`src/rtl/dht11_sample_ctrl.sv`:
```
// Sample controller around the DHT11 reader: periodic start strobe, data capture,
// sequential binary-to-BCD conversion of both bytes, and no-response timeout flag.
module dht11_sample_ctrl #(
    parameter int unsigned CLK_HZ      = 50000000,
    parameter int unsigned PERIOD_MS   = 2000,
    parameter int unsigned TIMEOUT_MS  = 100,
    parameter int unsigned TRIG_CYCLES = 4
) (
    input  logic        clk,
    input  logic        rst_n,
    input  logic        enable,
    input  logic        data_rdy,
    input  logic [7:0]  temperature,
    input  logic [7:0]  humidity,
    output logic        sample_en,
    output logic [11:0] temp_bcd,
    output logic [11:0] hum_bcd,
    output logic        new_sample,
    output logic        sample_valid,
    output logic        timeout,
    output logic        busy
);

    // 64-bit products so large CLK_HZ * PERIOD_MS values do not overflow
    localparam longint unsigned PERIOD_CYC  = longint'(PERIOD_MS) * longint'(CLK_HZ) / 64'd1000;
    localparam longint unsigned TIMEOUT_CYC = longint'(TIMEOUT_MS) * longint'(CLK_HZ) / 64'd1000;
    localparam logic [31:0] PERIOD_TC  = 32'(PERIOD_CYC - 64'd1);
    localparam logic [31:0] TIMEOUT_TC = 32'(TIMEOUT_CYC);
    localparam logic [31:0] TRIG_LAST  = 32'(TRIG_CYCLES - 32'd1);

    typedef enum logic [2:0] {
        S_IDLE = 3'd0,
        S_TRIG = 3'd1,
        S_WAIT = 3'd2,
        S_CONV = 3'd3,
        S_DONE = 3'd4
    } state_t;

    state_t      state_r;
    state_t      state_s;
    logic [31:0] per_cnt_r;
    logic [31:0] tout_cnt_r;
    logic [31:0] trig_cnt_r;
    logic [2:0]  iter_cnt_r;
    logic        rdy_q_r;
    logic [7:0]  temp_sh_r;
    logic [7:0]  hum_sh_r;
    logic [11:0] temp_acc_r;
    logic [11:0] hum_acc_r;
    logic        sample_en_r;
    logic [11:0] temp_bcd_r;
    logic [11:0] hum_bcd_r;
    logic        new_sample_r;
    logic        sample_valid_r;
    logic        timeout_r;
    logic        busy_r;
    logic        rdy_edge_s;
    logic        tout_hit_s;

    // One double-dabble iteration: add 3 to every nibble >= 5, then shift in the next bit
    function automatic logic [11:0] dabble_step(input logic [11:0] acc, input logic bit_in);
        logic [11:0] adj;
        adj = acc;
        for (int n = 0; n < 3; n++) begin
            if (adj[n*4 +: 4] >= 4'd5) begin
                adj[n*4 +: 4] = adj[n*4 +: 4] + 4'd3;
            end else begin
                adj[n*4 +: 4] = adj[n*4 +: 4];
            end
        end
        return {adj[10:0], bit_in};
    endfunction

    assign rdy_edge_s = data_rdy & ~rdy_q_r;
    assign tout_hit_s = ((tout_cnt_r + 32'd1) == TIMEOUT_TC);

    // State register
    always_ff @(posedge clk or negedge rst_n) begin
        if (!rst_n) begin
            state_r <= S_IDLE;
        end else begin
            state_r <= state_s;
        end
    end

    // Next-state logic
    always_comb begin
        state_s = state_r;
        case (state_r)
            S_IDLE: begin
                if ((per_cnt_r == PERIOD_TC) && enable) begin
                    state_s = S_TRIG;
                end else begin
                    state_s = S_IDLE;
                end
            end
            S_TRIG: begin
                if (trig_cnt_r == TRIG_LAST) begin
                    state_s = S_WAIT;
                end else begin
                    state_s = S_TRIG;
                end
            end
            S_WAIT: begin
                // a strobe arriving on the deadline cycle still counts as an answer
                if (rdy_edge_s) begin
                    state_s = S_CONV;
                end else if (tout_hit_s) begin
                    state_s = S_IDLE;
                end else begin
                    state_s = S_WAIT;
                end
            end
            S_CONV: begin
                if (iter_cnt_r == 3'd7) begin
                    state_s = S_DONE;
                end else begin
                    state_s = S_CONV;
                end
            end
            S_DONE:  state_s = S_IDLE;
            default: state_s = S_IDLE;
        endcase
    end

    // Period, trigger-width, timeout and iteration counters plus data_rdy edge register
    always_ff @(posedge clk or negedge rst_n) begin
        if (!rst_n) begin
            per_cnt_r  <= 32'd0;
            tout_cnt_r <= 32'd0;
            trig_cnt_r <= 32'd0;
            iter_cnt_r <= 3'd0;
            rdy_q_r    <= 1'b0;
        end else begin
            rdy_q_r <= data_rdy;
            if (state_r != S_IDLE || state_s != S_IDLE) begin
                per_cnt_r <= 32'd0;
            end else if (per_cnt_r != PERIOD_TC) begin
                per_cnt_r <= per_cnt_r + 32'd1;
            end else begin
                per_cnt_r <= per_cnt_r;
            end
            if (state_r == S_TRIG && state_s == S_TRIG) begin
                trig_cnt_r <= trig_cnt_r + 32'd1;
            end else begin
                trig_cnt_r <= 32'd0;
            end
            if (state_s == S_TRIG && state_r != S_TRIG) begin
                tout_cnt_r <= 32'd0;
            end else if (state_r == S_TRIG || state_r == S_WAIT) begin
                tout_cnt_r <= tout_cnt_r + 32'd1;
            end else begin
                tout_cnt_r <= 32'd0;
            end
            if (state_r == S_CONV) begin
                iter_cnt_r <= iter_cnt_r + 3'd1;
            end else begin
                iter_cnt_r <= 3'd0;
            end
        end
    end

    // Capture shift registers and BCD accumulators
    always_ff @(posedge clk or negedge rst_n) begin
        if (!rst_n) begin
            temp_sh_r  <= 8'd0;
            hum_sh_r   <= 8'd0;
            temp_acc_r <= 12'd0;
            hum_acc_r  <= 12'd0;
        end else if (state_r == S_WAIT && rdy_edge_s) begin
            temp_sh_r  <= temperature;
            hum_sh_r   <= humidity;
            temp_acc_r <= 12'd0;
            hum_acc_r  <= 12'd0;
        end else if (state_r == S_CONV) begin
            temp_acc_r <= dabble_step(temp_acc_r, temp_sh_r[7]);
            hum_acc_r  <= dabble_step(hum_acc_r, hum_sh_r[7]);
            temp_sh_r  <= {temp_sh_r[6:0], 1'b0};
            hum_sh_r   <= {hum_sh_r[6:0], 1'b0};
        end else begin
            temp_sh_r  <= temp_sh_r;
            hum_sh_r   <= hum_sh_r;
            temp_acc_r <= temp_acc_r;
            hum_acc_r  <= hum_acc_r;
        end
    end

    // Registered outputs; both BCD words update together on leaving DONE
    always_ff @(posedge clk or negedge rst_n) begin
        if (!rst_n) begin
            sample_en_r    <= 1'b0;
            busy_r         <= 1'b0;
            new_sample_r   <= 1'b0;
            temp_bcd_r     <= 12'd0;
            hum_bcd_r      <= 12'd0;
            sample_valid_r <= 1'b0;
            timeout_r      <= 1'b0;
        end else begin
            sample_en_r  <= (state_s == S_TRIG);
            busy_r       <= (state_s != S_IDLE);
            new_sample_r <= (state_r == S_DONE);
            if (state_r == S_DONE) begin
                temp_bcd_r     <= temp_acc_r;
                hum_bcd_r      <= hum_acc_r;
                sample_valid_r <= 1'b1;
                timeout_r      <= 1'b0;
            end else if (state_r == S_WAIT && !rdy_edge_s && tout_hit_s) begin
                timeout_r <= 1'b1;
            end else begin
                timeout_r <= timeout_r;
            end
        end
    end

    assign sample_en    = sample_en_r;
    assign temp_bcd     = temp_bcd_r;
    assign hum_bcd      = hum_bcd_r;
    assign new_sample   = new_sample_r;
    assign sample_valid = sample_valid_r;
    assign timeout      = timeout_r;
    assign busy         = busy_r;

endmodule

```
`config.mk`:
```
export PLATFORM = sky130hd
export DESIGN_NAME = dht11_sample_ctrl
export DESIGN_NICKNAME = d
export VERILOG_FILES = /design/src/rtl/dht11_sample_ctrl.sv
export SDC_FILE = /design/constraint.sdc
export NUM_CORES = 1
export LEC_CHECK = 0
export BUFFER_PORTS_ARGS = -buffer_cell sky130_fd_sc_hd__buf_2
export CAP_MARGIN = 40
export CELL_PAD_IN_SITES_DETAIL_PLACEMENT = 0
export CELL_PAD_IN_SITES_GLOBAL_PLACEMENT = 1
export CORE_MARGIN = 3
export CORE_UTILIZATION = 40
export CTS_BUF_LIST = sky130_fd_sc_hd__clkbuf_8
export DETAILED_ROUTE_END_ITERATION = 6
export GPL_ROUTABILITY_DRIVEN = 0
export PLACE_DENSITY_LB_ADDON = 0.2
export SLEW_MARGIN = 20
export SYNTH_ARGS = -nofsm -noshare
export SYNTH_HDL_FRONTEND = slang
export SYNTH_SLANG_ARGS = --single-unit
```
`constraint.sdc`:
```
create_clock -name clk -period 4.76 [get_ports clk]
set_input_delay 0.952 -clock clk [delete_from_list [all_inputs] [get_ports clk]]
set_output_delay 0.952 -clock clk [all_outputs]
set_load 0.05 [all_outputs]
```
Word-level counts from Yosys, hierarchy flattened
Index checks and enable logic that the tools add are counted.
- add/subtract/negate cells: 10
- magnitude comparators: 6
- eq/ne operators: 11
- muxes and demuxes: 28
- bitwise logic cells: 2
- reduce and logical (&&, ||, !) cells: 15
- operators with widths (operator ; number):
    two-way mux 32 bit ; 5
    adder 32 x 1 -> 32 bit, second input constant ; 3
    two-way mux 12 bit ; 4
    equality test 32 x 2 -> 1 bit, second input constant ; 1
    equality test 32 x 23 -> 1 bit, second input constant ; 1
    equality test 32 x 27 -> 1 bit, second input constant ; 1
    two-way mux 8 bit ; 4
    != test 32 x 27 -> 1 bit, second input constant ; 1
    >= comparator 4 x 3 -> 1 bit, second input constant ; 6
    adder 4 x 2 -> 4 bit, second input constant ; 4
    two-way mux 4 bit ; 4
    two-way mux 3 bit ; 4
    one-hot mux 3 bit (4 select lines) ; 1
    adder 3 x 2 -> 3 bit, second input constant ; 2
    equality test 3 x 1 -> 1 bit, second input constant ; 2
    equality test 3 x 2 -> 1 bit, second input constant ; 2
    equality test 3 bit, second input constant ; 2
    logical AND 1 bit ; 6
    two-way mux 2 bit ; 3
    nonzero test 2 bit ; 3
    nonzero test 3 bit ; 2
    adder 3 x 1 -> 3 bit, second input constant ; 1
    zero test 3 bit ; 1
    two-way mux 1 bit ; 3
    other kinds (5) ; 6
- register bits after elaboration: 172
- bits of input ports: 20
- output and inout port bits: 29
- logic and storage cells: 89

Depth between registers and ports, before layout
Gate-level depths: netlist of run 1.
- depth in word-level cells: 8
- mapped depth: 9
- gate-level depth less buffers: 8

Worst setup path before layout of run 1
Ideal clock, no wire load.
- kind: register to register
- start: register tout_cnt_r[0]
- end: register timeout_r, in the netlist timeout
- library setup time: 0.079 ns
- data arrival time: 2.737 ns
- slack: 1.944 ns
- stages on the path, launching flop included: 9
- clock period less this slack: 2.816 ns
- cell sequence: dfrtp_1 > ha_1 > nand4_1 > nor4_2 > nand3_1 > xor2_1 > or2_2 > or4_1 > a21oi_1
- cells in the longest elaborated chain, start to end: 4
- ends and longest elaborated chain (element ; line ; text):
    start: declaration ; 42 ; logic [31:0] tout_cnt_r;
    start signal: assignment ; 151 ; tout_cnt_r <= tout_cnt_r + 32'd1;
    adder 32 x 1 -> 32 bit ; 75 ; assign tout_hit_s = ((tout_cnt_r + 32'd1) == TIMEOUT_TC);
    equality test 32 x 23 -> 1 bit ; 75 ;
    logical AND 1 bit ; 207 ; end else if (state_r == S_WAIT && !rdy_edge_s && tout_hit_s) begin
    nonzero test 2 bit (no line) ; n/a ;
    end signal: assignment ; 210 ; timeout_r <= timeout_r;
    end: declaration ; 55 ; logic timeout_r;
Every way passes these cells.
A chain may end at the register's enable or synchronous reset.

Worst setup path in the final report of run 1
Ends and elaborated chain as after synthesis.

==> flow_summary.yaml, run 1 <==
drt:
  dr.pass1.iters: 4
  ant_nets: 0
  first_iter_violations: 316
  viasPerCell: 5.14
  drt-total-wl_um: 17400
  drc: 0
  wl_per_cell_um: 14.4
  via_count: 6182
placed_design:
  io_buffer_count: 48
  dp_hpwl_um: 11600
power_and_ir_drop:
  p_sw_uw: 1300
  p_sw_share_pct: 35.6
  seqPwrFrac_pct: 48.4
  p_leak_uw: 0.00411
  finalPower_uw: 3650
  clockPowerShare_pct: 28.0
  power_density_mw_per_mm2: 386
  p_comb_share_pct: 23.6
  peakVddDrop_mv: 0.283
  p_int_uw: 2350
final_layout:
  nets: 956
  synthToLayoutAreaGrowth_pct: 11.5
  layout-drive-gt1-share_pct: 13.7
  antennaDiodeCount: 0
logic_synthesis:
  ys_ff_latch: 172
  yosys_warnings: 0
  syn_nets: 912
  async_flop_share_pct: 100
  netlist_area_mm2: 0.00847
  synth-edff-count: 0
  yosysSeqAreaShare_pct: 50.8
  syn-instance-count: 875
  synthFlopType: "dfrtp_1"
  syn_avg_cell_area_um2: 9.68
  synth_cell_type_count: 47
global_route:
  grt_use_total_pct: 16.4
  grt_pass1_wl_um: 30500
  grt_pass1_vias: 6182
  grt_overflow: 0
  antenna_found_initial: 1
  grt_max_degree: 69
floorplanning:
  ios: 49
  fp-row-count: 52
  die-area_mm2: 0.0230
  initial_utilization_pct: 41.3
  die_width_um: 152
  core-area_mm2: 0.0205
  die_y_um: 152
sta:
  hold_slack_ns: 0.416
  fin_skew_ns: 0.0122
  rsz0062_at_grt: "no"
  worst_pin_slew_ns: 0.913
  setup_viol: 0
  slew_violations: 0
  finalHoldViolations: 0
  max_freq_mhz: 322
  relSlewSlack_pct: 38.7
  fin_tns_setup_ns: 0
  period_needed_ns: 3.11
  fin_crit_sh_pct: 65.3
clock_network:
  cts_root_buf: "clkbuf_8"
  cts_setup_buffers: 0
  cts_resized: 0
  insertion_delay_ns: 0.47
  cts_max_path_buffers: 2
  cts_tree: "done"
  cts_sinks: 172
  hold_buffers: 0
  clk_pin_slew_worst_paths_ns: 0.10
  cts_buffers: 17
  cts.htree.levels: 4
flow_run:
  maxCapViolCount: 0
critical_path:
  startpoint: "tout_cnt_r[0]$_DFF_PN0_"
  rrSetupSlack_ns: 1.65
  worstSetupStartpointType: "register"
  crit-reg2reg-launch: "tout_cnt_r[0]$_DFF_PN0_"
  r2r_end: "timeout$_DFFE_PN0P_"
  critPathKind: "reg -> reg"
  worstSetupEndpointType: "register"
  crit_required_ns: 5.15
  arrival_ns: 3.50
  rr_worst_depth: 9
  path_max_fanout: 7
min_path:
  hold_path.class: "in -> async"
run_status:
  status: "finished, final reports clean"
power groups by stage:
| stage | sequential (uW) | combinational (uW) | clock (uW) |
|---|---|---|---|
| after CTS | 1770 | 873 | 1070 |
| after global routing | 1800 | 954 | 1130 |
| after floorplan | 2050 | 384 | 0 |
| after detailed placement | 1800 | 869 | 0 |
| final | 1770 | 860 | 1020 |
| after global placement | 1800 | 860 | 0 |
worst max-delay path: stages, from the launching register on:
cell and delay [ns]:
dfrtp_1 0.39, ha_1 0.27, nand4_1 0.26, nor4_2 0.65
buf_4 0.26, nand4_1 0.10, a22oi_1 0.20, o2111ai_1 0.21
or4_1 0.56, a21oi_1 0.15
per-layer routing:
layer  vias to the layer above  wire length, um  global-route usage (%)
li1                       3116                -                       -
met1                      2983             8720                    23.4
met2                        70             7920                    24.9
met3                        11              570                    3.72
met4                         2              125                    5.17
met5                         -               13                       0
stage by stage:
| step | std cells | area [um^2] | utilization, % | setup slack, ns |
|---|---|---|---|---|
| detailed placement | 1169 | 9050 | 44.2 | 1.68 |
| finish | 1202 | 9450 | 46.1 | 1.65 |
| global route | 1202 | 9450 | 46.1 | 1.35 |
| CTS | 1201 | 9440 | 46.1 | 1.65 |
| global placement | 1164 | 8990 | 43.9 | 1.50 |
| floorplan | 875 | 8470 | - | 1.94 |
cells by family (layout without fill, tap and decap cells):
family | count (synthesis) | count (layout) | synth area share, %
flops | 172 | 172 | 50.8
simple gates | 402 | 402 | 23.1
buf+inv | 61 | 118 | 2.82
mux | 26 | 26 | 3.44
xor+xnor | 99 | 99 | 10.2
fa+ha+maj | 17 | 17 | 2.51
compound gates | 98 | 98 | 7.06
final cells by class:
| class | instances | area [um^2] |
|---|---|---|
| multi-input combinational | 642 | 3940 |
| clock inverter | 15 | 154 |
| sequential | 172 | 4300 |
| clock buffer | 17 | 234 |
| fill | 2018 | 11000 |
| timing repair buffer | 62 | 389 |
| tap | 270 | 338 |
| inverter | 24 | 90.1 |
Yosys cell counts (2+ instances only):
master,n,area share (%)
dfrtp_1,172,51
nor2_1,133,5.9
nand2_1,87,3.9
xor2_1,56,5.8
nand3_1,48,2.8
xnor2_1,43,4.4
a21oi_1,33,1.9
clkbuf_1,29,1.3
nand4_1,28,2.1
mux2_2,25,3.3
inv_1,24,1.1
nor3_1,23,1.4
o21ai_0,21,1.2
ha_1,17,2.5
nor4_1,17,1.3
a22oi_1,15,1.3
o22ai_1,13,0.96
and3_1,11,0.81
and4_1,11,1.1
nand2b_1,10,0.74
or3_1,8,0.59
buf_1,5,0.22
nor2b_1,5,0.37
o31ai_1,4,0.35
a211o_1,3,0.31
and2_1,3,0.22
nor3b_1,3,0.27
nor4b_1,3,0.31
clkbuf_2,2,0.12
o2111ai_1,2,0.21
o211ai_1,2,0.18
or2_2,2,0.15
or4_1,2,0.18
or4_4,2,0.27
registers in the layout, indices dropped and copies added (netlist names), 8 cells and up:
name,count
temp_acc_r,12
hum_bcd,12
temp_bcd,12
per_cnt_r,32
hum_acc_r,12
temp_sh_r,8
hum_sh_r,8
trig_cnt_r,32
tout_cnt_r,32
worst max path at each step:
stage                     endpoint  cells after the start
2_1_floorplan  timeout$_DFFE_PN0P_                      8
3_3_place_gp   timeout$_DFFE_PN0P_                      8
3_5_place_dp   timeout$_DFFE_PN0P_                      9
4_1_cts        timeout$_DFFE_PN0P_                      9
5_1_grt        timeout$_DFFE_PN0P_                      9
6_report       timeout$_DFFE_PN0P_                      9
cells in the final DEF, fill, tap and decap left out, types with 3 or more instances in the layout:
cell	instances
a211o_1	3
a21oi_1	33
a22oi_1	15
and2_1	3
and3_1	11
and4_1	11
buf_2	48
buf_4	10
clkbuf_8	17
clkinv_4	3
clkinvlp_4	3
dfrtp_1	172
ha_1	17
inv_1	24
inv_6	6
mux2_2	25
nand2_1	87
nand2b_1	10
nand3_1	48
nand4_1	28
nor2_1	133
nor2b_1	5
nor3_1	23
nor4_1	17
nor4b_1	3
o21ai_0	21
o22ai_1	13
o31ai_1	4
or3_1	8
xnor2_1	43
xor2_1	56
(Power assumes the default switching activity.)
==> run 2: changes to the inputs <==
Settings changed: ABC_AREA set to 1.
Clock period 4.76 ns to 3.2 ns, I/O delays scaled along.
==> flow_summary.yaml, run 2 <==
logic_synthesis:
  syn_avg_cell_area_um2: 8.00
  synth_top_area_share_pct: 48.0
  syn_nets: 1158
  ys_ff_latch: 172
  synth_top_cells_by_count: "238 x nand2_1, 172 x dfrtp_1, 153 x inv_1"
  async_flop_share_pct: 100
  syn-instance-count: 1121
  yosys_warnings: 0
  yosysTopAreaCell: "dfrtp_1"
  synth.area.top_cells: "dfrtp_1 48%, nand2_1 10%, inv_1 6.4%"
  netlist_area_mm2: 0.00897
  synth_cell_type_count: 35
  yosysSeqAreaShare_pct: 48.0
  post-synth-top-count-cell: "nand2_1"
  synth-edff-count: 0
  synthFlopType: "dfrtp_1"
clock_network:
  insertion_delay_ns: 0.47
  cts.htree.levels: 4
  cts_resized: 0
  cts_root_buf: "clkbuf_8"
  cts_tree: "done"
  cts_sinks: 172
  clk_pin_slew_worst_paths_ns: 0.11
  cts_max_path_buffers: 2
  cts_buffers: 17
  cts_setup_buffers: 0
  hold_buffers: 0
power_and_ir_drop:
  seqPwrFrac_pct: 57.3
  p_comb_share_pct: 1.7
  p_leak_uw: 0.00446
  p_sw_uw: 1000
  power_density_mw_per_mm2: 379
  p_int_uw: 2790
  p_sw_share_pct: 26.5
  peakVddDrop_mv: 0.256
  clockPowerShare_pct: 41.0
drt:
  drc: 0
  dr.pass1.iters: 5
  drt-total-wl_um: 20000
  wl_per_cell_um: 13.6
  first_iter_violations: 364
  viasPerCell: 4.88
  via_count: 7169
  ant_nets: 0
critical_path:
  worstSetupStartpointType: "register"
  cp_common_cell: "nor2_1"
  critPathKind: "reg -> reg"
  crit_chain: "ha_1 > nand3_1 > nor2_1 > inv_1 > nor2_2 > nand3b_1 > nand2_1 > nor2_1 > nand2_1 > nor2_1 > nand3_1 > nand2_2 > nand4_4 > buf_4 > nor2_1"
  slowest_delay_ns: 0.47
  slowest_stage: "buf_4"
  cp_num_buf_inv: 2
  critPathTopFamily: "simple AND/OR/NAND/NOR gates"
  path_max_fanout: 32
  arrival_ns: 2.83
  crit_required_ns: 3.53
  worstSetupEndpointType: "register"
final_layout:
  synthToLayoutAreaGrowth_pct: 11.6
  mostFrequentLayoutCells: "238 x nand2_1, 172 x dfrtp_1, 153 x inv_1"
  nets: 1213
  stdcell_area_mm2: 0.0100
  layoutNonFillerInstCount: 1469
  final_common_cell: "nand2_1"
  layout-drive-gt1-share_pct: 11.9
  top_regs: "per_cnt_r (32), tout_cnt_r (32), trig_cnt_r (32)"
  antennaDiodeCount: 0
  final_util_pct: 45.6
global_route:
  grt_use_met3_pct: 3.13
  grt_pass1_wl_um: 34500
  antenna_found_initial: 0
  grt_use_total_pct: 17.3
  use_met2_pct: 27.1
  grt_overflow: 0
  grt_max_degree: 64
  grt_use_met1_pct: 25.4
  grt-busiest-layer: "met2"
  grt_pass1_vias: 6940
sta:
  finalHoldViolations: 0
  fin_tns_setup_ns: 0
  period_needed_ns: 2.51
  fin_skew_ns: 0.0195
  fin_crit_sh_pct: 78.3
  max_freq_mhz: 399
  relSlewSlack_pct: 57.4
  worst_pin_slew_ns: 0.639
  slew_violations: 0
  hold_slack_ns: 0.172
  rsz0062_at_grt: "no"
  setup_viol: 0
placed_design:
  dpl-instance-area_mm2: 0.00960
  post-place-cells: 1437
  dp_hpwl_um: 14400
  io_buffer_count: 48
floorplanning:
  initial_utilization_pct: 40.9
  die_width_um: 156
  fp-row-count: 54
  die-area_mm2: 0.0243
  die_y_um: 156
  ios: 49
  core-area_mm2: 0.0220
flow_run:
  maxCapViolCount: 0
min_path:
  hold_path.class: "in -> async"
run_status:
  status: "finished, final reports clean"
-- run 2: changes by cell type in the layout (fill, tap and decap cells not counted), sizes merged, moves of 14 or more --
cell,delta
o21ai,+55
nor2,+55
xor2,-20
inv,+129
mux2,-25
a22oi,-14
xnor2,-29
nand2,+158
-- run 2: cell families (layout without fill, tap and decap cells) --
family,Yosys count,in the layout,synth area share [%]
and+or+nand+nor,570,570,28.8
buffers and inverters,177,245,7.66
DFF,172,172,48.0
AOI/OAI and AO/OA,135,135,8.35
xor gates and xnor gates,50,50,4.88
adders and majority gates,17,17,2.37
-- run 2: metal layers --
layer	part of all wire, %	up-vias
met1	51	3353
li1	-	3719
met2	46	90
met3	2.6	7
met4	0.56	0
met5	0	-
-- run 2: worst paths after layout --
kind | from | to | slack [ns] | cells after the start
worst max register to register | tout_cnt_r[0]$_DFF_PN0_ | per_cnt_r[0]$_DFFE_PN0P_ | 0.69 | 15
min in group clk | data_rdy | rdy_q_r$_DFF_PN0_ | 0.30 | 1
worst max-delay path | tout_cnt_r[0]$_DFF_PN0_ | per_cnt_r[0]$_DFFE_PN0P_ | 0.69 | 15
max in group asynchronous | rst_n | per_cnt_r[2]$_DFFE_PN0P_ | 2.31 | 2
worst min-delay path | rst_n | hum_bcd[10]$_DFFE_PN0P_ | 0.17 | 1
worst min register to register | iter_cnt_r[0]$_DFF_PN0_ | iter_cnt_r[0]$_DFF_PN0_ | 0.43 | 1
-- run 2: power groups by stage --
stage | Clock, uW | Sequential [uW] | Combinational (uW)
final | 1550 | 2170 | 63.2
after global routing | 1710 | 2170 | 74.6
after CTS | 1620 | 2170 | 68.1
after detailed placement | 0 | 2220 | 68.4
after global placement | 0 | 2220 | 68.1
after floorplan | 0 | 2220 | 1.28
-- run 2: area by class of cell --
type	count	area (um^2)
inverters	153	574
clock buffers	17	234
flip-flops and latches	172	4300
fillers	2225	11900
clock inverters	15	176
repair buffers	60	382
multi-input cells	772	3990
well taps	280	350
-- run 2: through the flow --
step / power [uW] / worst slack [ns]
2_1_floorplan: 2220 / 1.23
3_3_place_gp: 2280 / 0.705
3_5_place_dp: 2280 / 0.676
4_1_cts: 3860 / 0.666
5_1_grt: 3950 / 0.354
6_report: 3790 / 0.693
